**config.mk**
```make
export PLATFORM = sky130hd
export DESIGN_NAME = writeback_stage_v2
export DESIGN_NICKNAME = d
export VERILOG_FILES = /design/src/rtl/riscv_pkg.sv /design/src/rtl/load_formatter.sv /design/src/rtl/writeback_stage_v2.sv
export SDC_FILE = /design/constraint.sdc
export NUM_CORES = 1
export LEC_CHECK = 0
export CAP_MARGIN = 20
export CORE_AREA = 2 2 114 94
export DETAILED_ROUTE_END_ITERATION = 8
export DIE_AREA = 0 0 116 96
export PLACE_DENSITY = 0.85
export SETUP_SLACK_MARGIN = 0.4
export SYNTH_ARGS = -nofsm -noshare
export SYNTH_HDL_FRONTEND = slang
export SYNTH_SLANG_ARGS = --single-unit
```
**constraint.sdc**
```tcl
create_clock -name clk -period 7.4 [get_ports clk]
set_input_delay 1.11 -clock clk [delete_from_list [all_inputs] [get_ports clk]]
set_output_delay 1.11 -clock clk [all_outputs]
set_load 0.05 [all_outputs]
```
**src/rtl/riscv_pkg.sv**
```systemverilog
// Shared RISC-V pipeline definitions: load funct3 encodings and the
// writeback entry record carried through the writeback buffers.
package riscv_pkg;

    // Load size/sign encodings (funct3 field of the load opcode)
    localparam logic [2:0] F3_LB  = 3'b000;
    localparam logic [2:0] F3_LH  = 3'b001;
    localparam logic [2:0] F3_LW  = 3'b010;
    localparam logic [2:0] F3_LD  = 3'b011;
    localparam logic [2:0] F3_LBU = 3'b100;
    localparam logic [2:0] F3_LHU = 3'b101;
    localparam logic [2:0] F3_LWU = 3'b110;

    // Entry fields are sized for the widest supported configuration
    // (RV64, up to 8-bit register addresses); narrower builds zero-pad.
    localparam int WB_DATA_W = 64;
    localparam int WB_RD_W   = 8;

    typedef struct packed {
        logic                 reg_write;
        logic [WB_RD_W-1:0]   rd;
        logic [WB_DATA_W-1:0] data;
    } wb_entry_t;

    // Width of the byte offset inside an aligned XLEN-wide memory word
    function automatic int load_off_w(input int xlen);
        return (xlen == 64) ? 3 : 2;
    endfunction

endpackage

```
**src/rtl/load_formatter.sv**
```systemverilog
// Combinational load-data formatter: selects the byte/half/word/dword
// addressed by 'off' inside the aligned memory word and sign- or
// zero-extends it to XLEN according to funct3.
module load_formatter
    import riscv_pkg::*;
#(
    parameter int XLEN  = 32,
    parameter int OFF_W = load_off_w(XLEN)
) (
    input  logic [2:0]       funct3,
    input  logic [OFF_W-1:0] off,
    input  logic [XLEN-1:0]  lmd,
    output logic [XLEN-1:0]  data
);

    logic [7:0]      byte_sel;
    logic [15:0]     half_sel;
    logic [XLEN-1:0] word_sx;
    logic [XLEN-1:0] word_zx;

    // Halfword selection ignores off[0]; misaligned halves fold down.
    assign byte_sel = lmd[{off, 3'b000} +: 8];
    assign half_sel = lmd[{off[OFF_W-1:1], 4'b0000} +: 16];

    generate
        if (XLEN == 64) begin : g_rv64
            logic [31:0] word_sel;
            assign word_sel = lmd[{off[2], 5'b00000} +: 32];
            assign word_sx  = {{32{word_sel[31]}}, word_sel};
            assign word_zx  = {32'd0, word_sel};
        end else begin : g_rv32
            // A word is the whole register on RV32; LWU is not defined
            // there and falls back to passing the raw data.
            assign word_sx = lmd;
            assign word_zx = lmd;
        end
    endgenerate

    // Extension selection by funct3
    always_comb begin
        data = lmd;
        case (funct3)
            F3_LB:   data = {{(XLEN-8){byte_sel[7]}}, byte_sel};
            F3_LBU:  data = {{(XLEN-8){1'b0}}, byte_sel};
            F3_LH:   data = {{(XLEN-16){half_sel[15]}}, half_sel};
            F3_LHU:  data = {{(XLEN-16){1'b0}}, half_sel};
            F3_LW:   data = word_sx;
            F3_LWU:  data = word_zx;
            F3_LD:   data = lmd;
            default: data = lmd;
        endcase
    end

endmodule

```
**src/rtl/writeback_stage_v2.sv**
```systemverilog
// Writeback stage: accepts memory-stage results over valid/ready, buffers
// them through a one-entry skid buffer and a registered output stage,
// formats load data, and drives the register-file write port plus a
// forwarding bus. The output register holds while wb_hold is asserted.
// Optional build macro WB_RETIRE_CNT_EN adds a 64-bit retire counter
// output (retire_count) counting every entry leaving the output register.
module writeback_stage_v2
    import riscv_pkg::*;
#(
    parameter int XLEN       = 32,
    parameter int REG_ADDR_W = 5
) (
    input  logic                  clk,
    input  logic                  rst,
    input  logic                  in_valid,
    output logic                  in_ready,
    input  logic                  in_reg_write,
    input  logic                  in_mem_to_reg,
    input  logic [2:0]            in_funct3,
    input  logic [REG_ADDR_W-1:0] in_rd_addr,
    input  logic [XLEN-1:0]       in_alu_result,
    input  logic [XLEN-1:0]       in_lmd,
    input  logic                  wb_hold,
    output logic                  rf_write_en,
    output logic [REG_ADDR_W-1:0] rf_rd_addr,
    output logic [XLEN-1:0]       rf_rd_data,
    output logic                  fwd_valid,
    output logic [REG_ADDR_W-1:0] fwd_rd_addr,
    output logic [XLEN-1:0]       fwd_data
`ifdef WB_RETIRE_CNT_EN
    ,
    output logic [63:0]           retire_count
`endif
);

    localparam int OFF_W = load_off_w(XLEN);

    logic [XLEN-1:0] fmt_data;
    logic [XLEN-1:0] in_data;
    wb_entry_t       in_entry;

    wb_entry_t skid_entry_reg, skid_entry_next;
    wb_entry_t out_entry_reg,  out_entry_next;
    logic      skid_valid_reg, skid_valid_next;
    logic      out_valid_reg,  out_valid_next;
    logic      in_ready_reg;

    logic accept;
    logic out_advance;
    logic rd_nonzero;
    logic out_live;
    logic unused_entry_bits;

    // Load data is formatted on the way in, so both buffers already hold
    // the final register value.
    load_formatter #(
        .XLEN (XLEN)
    ) u_load_formatter (
        .funct3 (in_funct3),
        .off    (in_alu_result[OFF_W-1:0]),
        .lmd    (in_lmd),
        .data   (fmt_data)
    );

    assign in_data = in_mem_to_reg ? fmt_data : in_alu_result;

    // Pack the incoming result into a (zero-padded) writeback entry
    always_comb begin
        in_entry           = '0;
        in_entry.reg_write = in_reg_write;
        in_entry.rd        = WB_RD_W'(in_rd_addr);
        in_entry.data      = WB_DATA_W'(in_data);
    end

    assign accept      = in_valid && in_ready_reg;
    assign out_advance = !out_valid_reg || !wb_hold;

    // Buffer steering: skid drains first; a new input lands in the skid
    // only while the output register is held. in_ready is low whenever
    // the skid is full, so skid-drain and accept never coincide.
    always_comb begin
        skid_valid_next = skid_valid_reg;
        skid_entry_next = skid_entry_reg;
        out_valid_next  = out_valid_reg;
        out_entry_next  = out_entry_reg;
        if (out_advance) begin
            if (skid_valid_reg) begin
                out_valid_next  = 1'b1;
                out_entry_next  = skid_entry_reg;
                skid_valid_next = 1'b0;
            end else if (accept) begin
                out_valid_next = 1'b1;
                out_entry_next = in_entry;
            end else begin
                out_valid_next = 1'b0;
            end
        end else if (accept) begin
            skid_valid_next = 1'b1;
            skid_entry_next = in_entry;
        end
    end

    // State registers; in_ready is registered from the next skid state so
    // wb_hold never reaches in_ready combinationally.
    always_ff @(posedge clk or posedge rst) begin
        if (rst) begin
            skid_valid_reg <= 1'b0;
            skid_entry_reg <= '0;
            out_valid_reg  <= 1'b0;
            out_entry_reg  <= '0;
            in_ready_reg   <= 1'b0;
        end else begin
            skid_valid_reg <= skid_valid_next;
            skid_entry_reg <= skid_entry_next;
            out_valid_reg  <= out_valid_next;
            out_entry_reg  <= out_entry_next;
            in_ready_reg   <= !skid_valid_next;
        end
    end

    // Writes to x0 are suppressed but the entry still retires.
    assign rd_nonzero = |out_entry_reg.rd[REG_ADDR_W-1:0];
    assign out_live   = out_valid_reg && out_entry_reg.reg_write && rd_nonzero;

    assign in_ready    = in_ready_reg;
    assign rf_write_en = out_live && !wb_hold;
    assign rf_rd_addr  = out_entry_reg.rd[REG_ADDR_W-1:0];
    assign rf_rd_data  = out_entry_reg.data[XLEN-1:0];
    assign fwd_valid   = out_live;
    assign fwd_rd_addr = out_entry_reg.rd[REG_ADDR_W-1:0];
    assign fwd_data    = out_entry_reg.data[XLEN-1:0];

    // Padding bits above XLEN / REG_ADDR_W are always zero and never read.
    assign unused_entry_bits = ^out_entry_reg;

`ifdef WB_RETIRE_CNT_EN
    logic [63:0] retire_count_reg;

    // Count every entry that leaves the output register (wraps at 2^64)
    always_ff @(posedge clk or posedge rst) begin
        if (rst) begin
            retire_count_reg <= 64'd0;
        end else if (out_valid_reg && !wb_hold) begin
            retire_count_reg <= retire_count_reg + 64'd1;
        end
    end

    assign retire_count = retire_count_reg;
`endif

endmodule

```
# == After elaboration in Yosys (flattened, before gate mapping) ==
# Index checks and enable logic that the tools add are counted.
# word_totals
output_inout_bits,77
romBits,0
latchBits,0
wordCells,36
ramBits,0
input_bits,78
regBits,79
mem_count,0
# op_classes
n_bitwise,1
div_mod_pow,0
n_reduce_logical,13
order_cmp,0
muxes,8
shifts,2
n_eq_ne,3
n_addsub,0
multipliers,0
# op_table
cell,count
$mux 73,2
$pmux 32 s4,1
$mux 32,1
$shiftx 32x6->16,1
$shiftx 32x6->8,1
$eq 3x3->1 const B,2
$reduce_or 5->1,1
$logic_and 1x1->1,4
$mux 1,4
$reduce_and 2->1,2
$eq 3x1->1 const B,1
$logic_not 1->1,3
$logic_not 3->1,1
$reduce_bool 2->1,1
$logic_or 1x1->1,1
$not 1->1,1

# == Longest topological paths before layout ==
# Gate-level depths: netlist (run 1).
# logic_depth
depth_word,5
mapped_depth,7
ltp_nobuf,5

# == Hierarchy ==
# Synthesis (run 1) repeated with hierarchy kept, for this count alone.
# hier_totals
hier_cells,509
hier_area_um2,4938.5
# modules_own_cells
mod,area_per_inst_um2,seq_area_each_um2,n_inst,cells_each
writeback_stage_v2,4310.4,1976.9,1,400
load_formatter,628.1,0.0,1,109

# == Worst setup path before layout (run 1) ==
# OpenSTA, ideal clock, no wires.
# synth_timing
path_type,input-to-output
start,in wb_hold
end,out rf_write_en
arrival_ps,1799
setup_slack_ps,4491
stages,1
n_path_buf,0
required_time_ps,6290
cell_sequence,nor2b_1
# synth_between
elab_chain_cells,2
# synth_rtl
item,line,source
from (decl),writeback_stage_v2.sv:23,"input logic wb_hold,"
$logic_not 1->1,writeback_stage_v2.sv:126,assign rf_write_en = out_live && !wb_hold;
$logic_and 1x1->1,writeback_stage_v2.sv:126,
to (decl),writeback_stage_v2.sv:24,"output logic rf_write_en,"
# Every way passes these cells.

# == Worst setup path in the final report (run 1) ==
# Ends and elaborated chain as after synthesis.

==> metrics.txt, run 1 <==
Main synth FF type=dfrtp_1; leakage=2.68 nW; Antenna diodes=0; Die W=about 120 um; Worst VDD drop=around 190 uV; CTS tree=built; R2R setup slack=~5300 ps; number of synthesized flops with an enable pin=0; mapped cell area=0.00497 mm^2; Hold Buf Count CTS=0; Critical Path RT=6290 ps; CTS root buf=clkbuf_16; number of port buffers=154; type of origin of the critical path=input port; worst reg2reg path endpoint=skid_entry_reg[14]; min-delay worst type=reg -> reg; syn avg cell area=8.55 um^2; Num CTS Buffers=9; largest net degree at the start of global routing=82; initial antenna violation count=0; Post-CTS Setup Repair Bufs=0; WHS Path Cells=2; Ports=between 150 and 200; CORE AREA=~0.010 mm^2; setup TNS=0 ps; row count=33; Starting Density=49.7%; Mapped Cells=between 500 and 600; Skew-Pair Late Insertion Delay=340 ps; worst hold endpoint=skid_entry_reg[67]; Clock Path Buffers=2; DR pass1 iterations=5; Final nets=716; Synth cell types=45; DRC errors left=0; Post-Route Skew=7.61 ps; Max transition margin=43.6%; # setup viols final=0; final cell utilization of the core=64.8%; R2R cell count=4; crit path max fanout=5; Post-CTS Resized=0; maxcap violations=0; die height=96 um; routed len/inst=17.9 um; P&R area growth vs syn=30.4%; CTS H-tree lvls=3; Fin. Hold Viols=0; P per Cell Area=roughly 340 mW/mm^2; total grt overflow=0; hold wc startpoint=skid_entry_reg[67]; RSZ-0062 raised after global routing=false; post-synthesis register bit count=79; outcome=finished, final reports clean; Syn Nets=between 600 and 700; hold slack=470 ps; 1st-iter DRT viols=approximately 440; Yosys warnings=0; max FFs per register=38; Max Slew Vio Count=0; total track usage=25.5%; Final min period=3680 ps; ANT nets after route=0; fraction of registers with async set/reset=100%; Reg clk slew, reported paths=about 60 ps; gpl congestion=0.851; Max Fclk=271 MHz; Crit path arrival time=between 2000 and 3000 ps; critical path class=in -> out; Worst Tran Pin Value=839 ps; Crit. End Element=output port; period utilization=about half; share of post-route cells with drive strength above 1=5.60%; die area=0.0111 mm^2; first-pass GRT wire length=roughly 22 mm; vias in the first global route=4506; CTS sink count=79; post-DP HPWL=9.50 mm; Via density=5.88; R2R Path Start=out_valid_reg; routed via count=4606; post-synthesis sequential area ratio=39.8%; Routed WL=14.0 mm
## power by group
part	switching [W]	internal, W	total [W]
sequential	0.0000898	0.000554	0.000644
clock	0.000185	0.000331	0.000516
combinational	0.000677	0.000362	0.00104
## area by class of cell
| cell class | instances | area [um^2] |
|---|---|---|
| Timing Repair Buffer | 165 | 1720 |
| Tap cell | 140 | 175 |
| Clock buffer | 9 | 225 |
| Multi-Input combinational cell | 377 | 2230 |
| Inverter | 6 | 23.8 |
| Clock inverter | 7 | 121 |
| Fill cell | 849 | 3520 |
| Sequential cell | 79 | 1980 |
## logic make-up (layout without fill, tap and decap cells)
kind of cell	count (synthesis)	in the layout	share of synthesized area (%)
muxes	17	17	3.83
AOI/OAI and AO/OA	187	187	25.4
DFF	79	79	39.8
buffers and inverters	125	187	15.4
and+or+nand+nor	173	173	15.5
## metal layers
metal / wire [um] / up-vias / part of all wire [%] / GRT usage (%)
met4: 360 / 0 / 2.6 / 9.42
li1: - / 2109 / - / -
met3: 1010 / 33 / 7.2 / 4.41
met2: 6700 / 231 / 48 / 42.4
met1: 5930 / 2233 / 42 / 33.7
met5: 0 / - / 0 / 0
## how the worst max path moves through the flow
stage               slack (ps)             start  depth (start not counted)            endpoint
floorplan                 4270               rst                          1         fwd_data[0]
global placement          3110  in_alu_result[1]                          6  skid_entry_reg[18]
detailed placement        2920  in_alu_result[1]                          6  skid_entry_reg[19]
CTS                       3230  in_alu_result[1]                          6  skid_entry_reg[20]
global route              3690           wb_hold                          3         rf_write_en
finish                    3720           wb_hold                          3         rf_write_en
## worst max-delay path, stage by stage
cell and delay (ps):
clkdlybuf4s50_1 510, nor2b_1 140, clkdlybuf4s50_1 800
## cells in the mapped netlist, types with 2 or more instances
library cell / count / area share [%]
a21o_1: 17 / 2.6
o21ai_0: 25 / 2.5
a21oi_1: 55 / 5.5
o211ai_1: 19 / 2.9
nand3_1: 3 / 0.30
nor2b_1: 6 / 0.76
or3_1: 3 / 0.38
inv_1: 6 / 0.45
a21boi_0: 4 / 0.60
nand2_1: 73 / 5.5
mux2_2: 2 / 0.45
o21a_1: 4 / 0.60
dfrtp_1: 79 / 40
nand2b_1: 14 / 1.8
o22a_1: 2 / 0.35
mux2i_1: 13 / 2.6
nor2_1: 59 / 4.5
o31ai_1: 2 / 0.30
a311o_1: 17 / 3.4
a221oi_1: 6 / 1.1
buf_6: 2 / 0.45
and3_1: 2 / 0.25
buf_4: 74 / 11
o311a_1: 2 / 0.40
a31oi_1: 5 / 0.63
nand3b_1: 5 / 0.76
buf_1: 2 / 0.15
buf_2: 4 / 0.40
clkbuf_1: 37 / 2.8
a311oi_1: 16 / 2.8
o22ai_1: 9 / 1.1
## per-stage QoR
stage / area (um^2) / setup slack, ps / std cells / total power [W]
after floorplan: 4970 / 4270 / 581 / 0.00149
after global placement: 5990 / 3110 / 762 / 0.00165
after detailed placement: 6020 / 2920 / 763 / 0.00168
after CTS: 6370 / 3230 / 779 / 0.00219
after global routing: 6480 / 3690 / 783 / 0.00229
final: 6480 / 3720 / 783 / 0.00220
## layout by cell type (no fill, tap or decap), types with 5 or more instances in the layout
cell,instances
nand2_1,73
nand2b_1,14
nand3b_1,5
a21oi_1,54
o21ai_0,25
clkdlybuf4s50_1,153
nor2b_1,6
nor2_1,59
a221oi_1,6
o22ai_1,9
buf_4,6
buf_16,5
inv_1,5
a21o_1,17
a311oi_1,16
dfrtp_1,78
a31oi_1,5
a311o_1,17
clkbuf_16,9
o211ai_1,19
mux2i_1,13
(Power assumes the default switching activity.)
==> run 2, diff against run 1 <==
Settings changed: CORE_AREA 2 2 114 94 to 2 2 124 102, DIE_AREA 0 0 116 96 to 0 0 126 104, PLACE_DENSITY 0.85 to 0.76.
Clock period 7.4 ns to 3.37 ns, I/O delays scaled along.
==> run 2 against run 1 <==
  * Worst hold slack improved by 2.7 ps
  * Sequential power rose by 120%
  * Clock skew barely moved
  * First-iteration DRC count fell by 0.91%
  * Critical path depth rose by 1
  * Core utilization fell by 11 points
  * Non-clock buffer count rose by 7
  * Largest power group unchanged
==> metrics.txt, run 2 (synthesis gave the netlist of run 1 again) <==
outcome=finished, final reports clean (unchanged); delay-heaviest family, CP=buffers and inverters (unchanged); P&R area growth vs syn=29.1% (was 30.4%); P per Cell Area=728 mW/mm^2 (was 340 mW/mm^2); most common cell after layout, fill and taps aside=clkdlybuf4s50_1 (unchanged); Final min period=about 2800 ps; post-DP HPWL=10.4 mm (was 9.50 mm); CTS root buf=clkbuf_16 (unchanged); period utilization=81.9%; Post-CTS Resized=0 (unchanged); ANT nets after route=0 (unchanged); first-pass GRT wire length=23.3 mm (was 22.2 mm); Critical Path RT=2860 ps (was 6290 ps); number of port buffers=154 (unchanged); CP max-delay cell=clkdlybuf4s50_1 (unchanged); CP bufs+invs=1 (was 2); share of post-route cells with drive strength above 1=6.46% (was 5.60%); Crit path arrival time=2260 ps (was 2570 ps); R2R cell count=4 (unchanged); Worst Tran Pin Value=866 ps (was 839 ps); Via density=5.74 (was 5.88); total track usage=21.8% (was 25.5%); type of origin of the critical path=flop (was input port); initial antenna violation count=0 (unchanged); Die W=126 um (was 116 um); total grt overflow=0 (unchanged); Ports=155 (unchanged); largest net degree at the start of global routing=73 (was 82); critical path class=reg -> out (was in -> out); final-layout fill cell count=1113 (was 849); Max transition margin=42.1% (was 43.6%); Fin. Hold Viols=0 (unchanged); dpl cell area=0.00611 mm^2 (was 0.00602 mm^2); Power, Total=0.00467 W (was 0.00220 W); RSZ-0062 raised after global routing=false (unchanged); setup TNS=0 ps (unchanged); die area=0.0131 mm^2 (was 0.0111 mm^2); crit path max fanout=4 (was 5); placed cell count=786 (was 763); Max Fclk=around 360 MHz; worst reg2reg path endpoint=skid_entry_reg[25] (was skid_entry_reg[14]); most frequent cells in the layout=clkdlybuf4s50_1, dfrtp_1, nand2_1 (unchanged); final cell count without fillers=802 (was 783); Reg clk slew, reported paths=60 ps (about the same); die height=104 um (was 96 um); Starting Density=41.8% (was 49.7%); CP cell instances=or3_1 -> o311a_1 -> nor2b_1 -> clkdlybuf4s50_1 (was clkdlybuf4s50_1 -> nor2b_1 -> clkdlybuf4s50_1); DRC errors left=0 (unchanged); R2R Path Start=out_valid_reg (unchanged); Max Slew Vio Count=0 (unchanged); R2R setup slack=1300 ps (was 5300 ps); min-delay worst type=reg -> reg (unchanged); Routed WL=14.2 mm (was 14.0 mm); max FFs per register=38 (unchanged); leakage=2.64 nW (was 2.68 nW); vias in the first global route=4468 (was 4506); # setup viols final=0 (unchanged); CTS H-tree lvls=3 (unchanged); beginning of the critical path=fwd_rd_addr[1] (was wb_hold); Hold Buf Count CTS=0 (unchanged); row count=36 (was 33); 1st-iter DRT viols=435 (was 439); Post-CTS Setup Repair Bufs=0 (unchanged); CORE AREA=0.0119 mm^2 (was 0.00999 mm^2); Post-Route Skew=7.92 ps (was 7.61 ps); routed via count=4603 (was 4606); Worst VDD drop=324 uV (was 192 uV); WP depth=4 (was 3); routed len/inst=17.7 um (was 17.9 um); CTS tree=built (unchanged); fin area=0.00641 mm^2 (was 0.00648 mm^2); gpl congestion=0.906 (was 0.851); Final nets=723 (was 716); Skew-Pair Late Insertion Delay=340 ps (about the same); Num CTS Buffers=9 (unchanged); Clock Path Buffers=2 (unchanged); Crit. End Element=output port (unchanged); Critical Path Sink=rf_write_en (unchanged); CTS sink count=79 (unchanged); maxcap violations=0 (unchanged); max incr delay on CP=700 ps (was 800 ps); Antenna diodes=0 (unchanged); DR pass1 iterations=5 (unchanged)
run 2: worst min path at each step:
| stage | from | endpoint | cells after the start |
|---|---|---|---|
| finish | skid_entry_reg[66] | skid_entry_reg[66] | 2 |
| global route | skid_entry_reg[18] | skid_entry_reg[18] | 1 |
| CTS | skid_entry_reg[66] | skid_entry_reg[66] | 2 |
| detailed placement | skid_entry_reg[65] | skid_entry_reg[65] | 2 |
| global placement | skid_entry_reg[2] | skid_entry_reg[2] | 2 |
| floorplan | skid_entry_reg[2] | skid_entry_reg[2] | 2 |
run 2: layout make-up:
type / instances / area, um^2 / area share [%]
Clock buffer: 11 / 243 / 3.79
Tap cell: 152 / 190 / 2.97
Clock inverter: 5 / 57.6 / 0.898
Multi-Input combinational cell: 377 / 2230 / 34.8
Inverter: 6 / 23.8 / 0.371
Timing Repair Buffer: 172 / 1680 / 26.3
Sequential cell: 79 / 1980 / 30.9
run 2: power breakdown:
group / total (W) / internal, W / switching (W) / leakage [nW]
combinational: 0.00226 / 0.000783 / 0.00148 / 1.58
clock: 0.000985 / 0.000593 / 0.000392 / 0.138
sequential: 0.00142 / 0.00122 / 0.000203 / 0.927
total: 0.00467 / 0.00259 / 0.00207 / 2.64
run 2: worst register-to-register path, stage by stage (launching register included):
cell	delay, ps
dfrtp_1	460
nand4_1	710
buf_4	470
a311oi_1	250
a21o_1	130
run 2: per-stage QoR:
step,util (%),setup slack [ps],hold WS [ps]
6_report,53.9,609,472
5_1_grt,53.9,553,497
3_5_place_dp,51.4,444,462
4_1_cts,53.9,591,476
2_1_floorplan,-,841,441
3_3_place_gp,51.4,491,454
run 2: per-layer routing:
layer / track usage (%) / vias to the layer above / part of all wire, %
met3: 5.92 / 19 / 8.2
li1: - / 2117 / -
met1: 29.3 / 2274 / 43
met5: 0 / - / 0
met2: 34.6 / 193 / 47
met4: 6.51 / 0 / 1.6
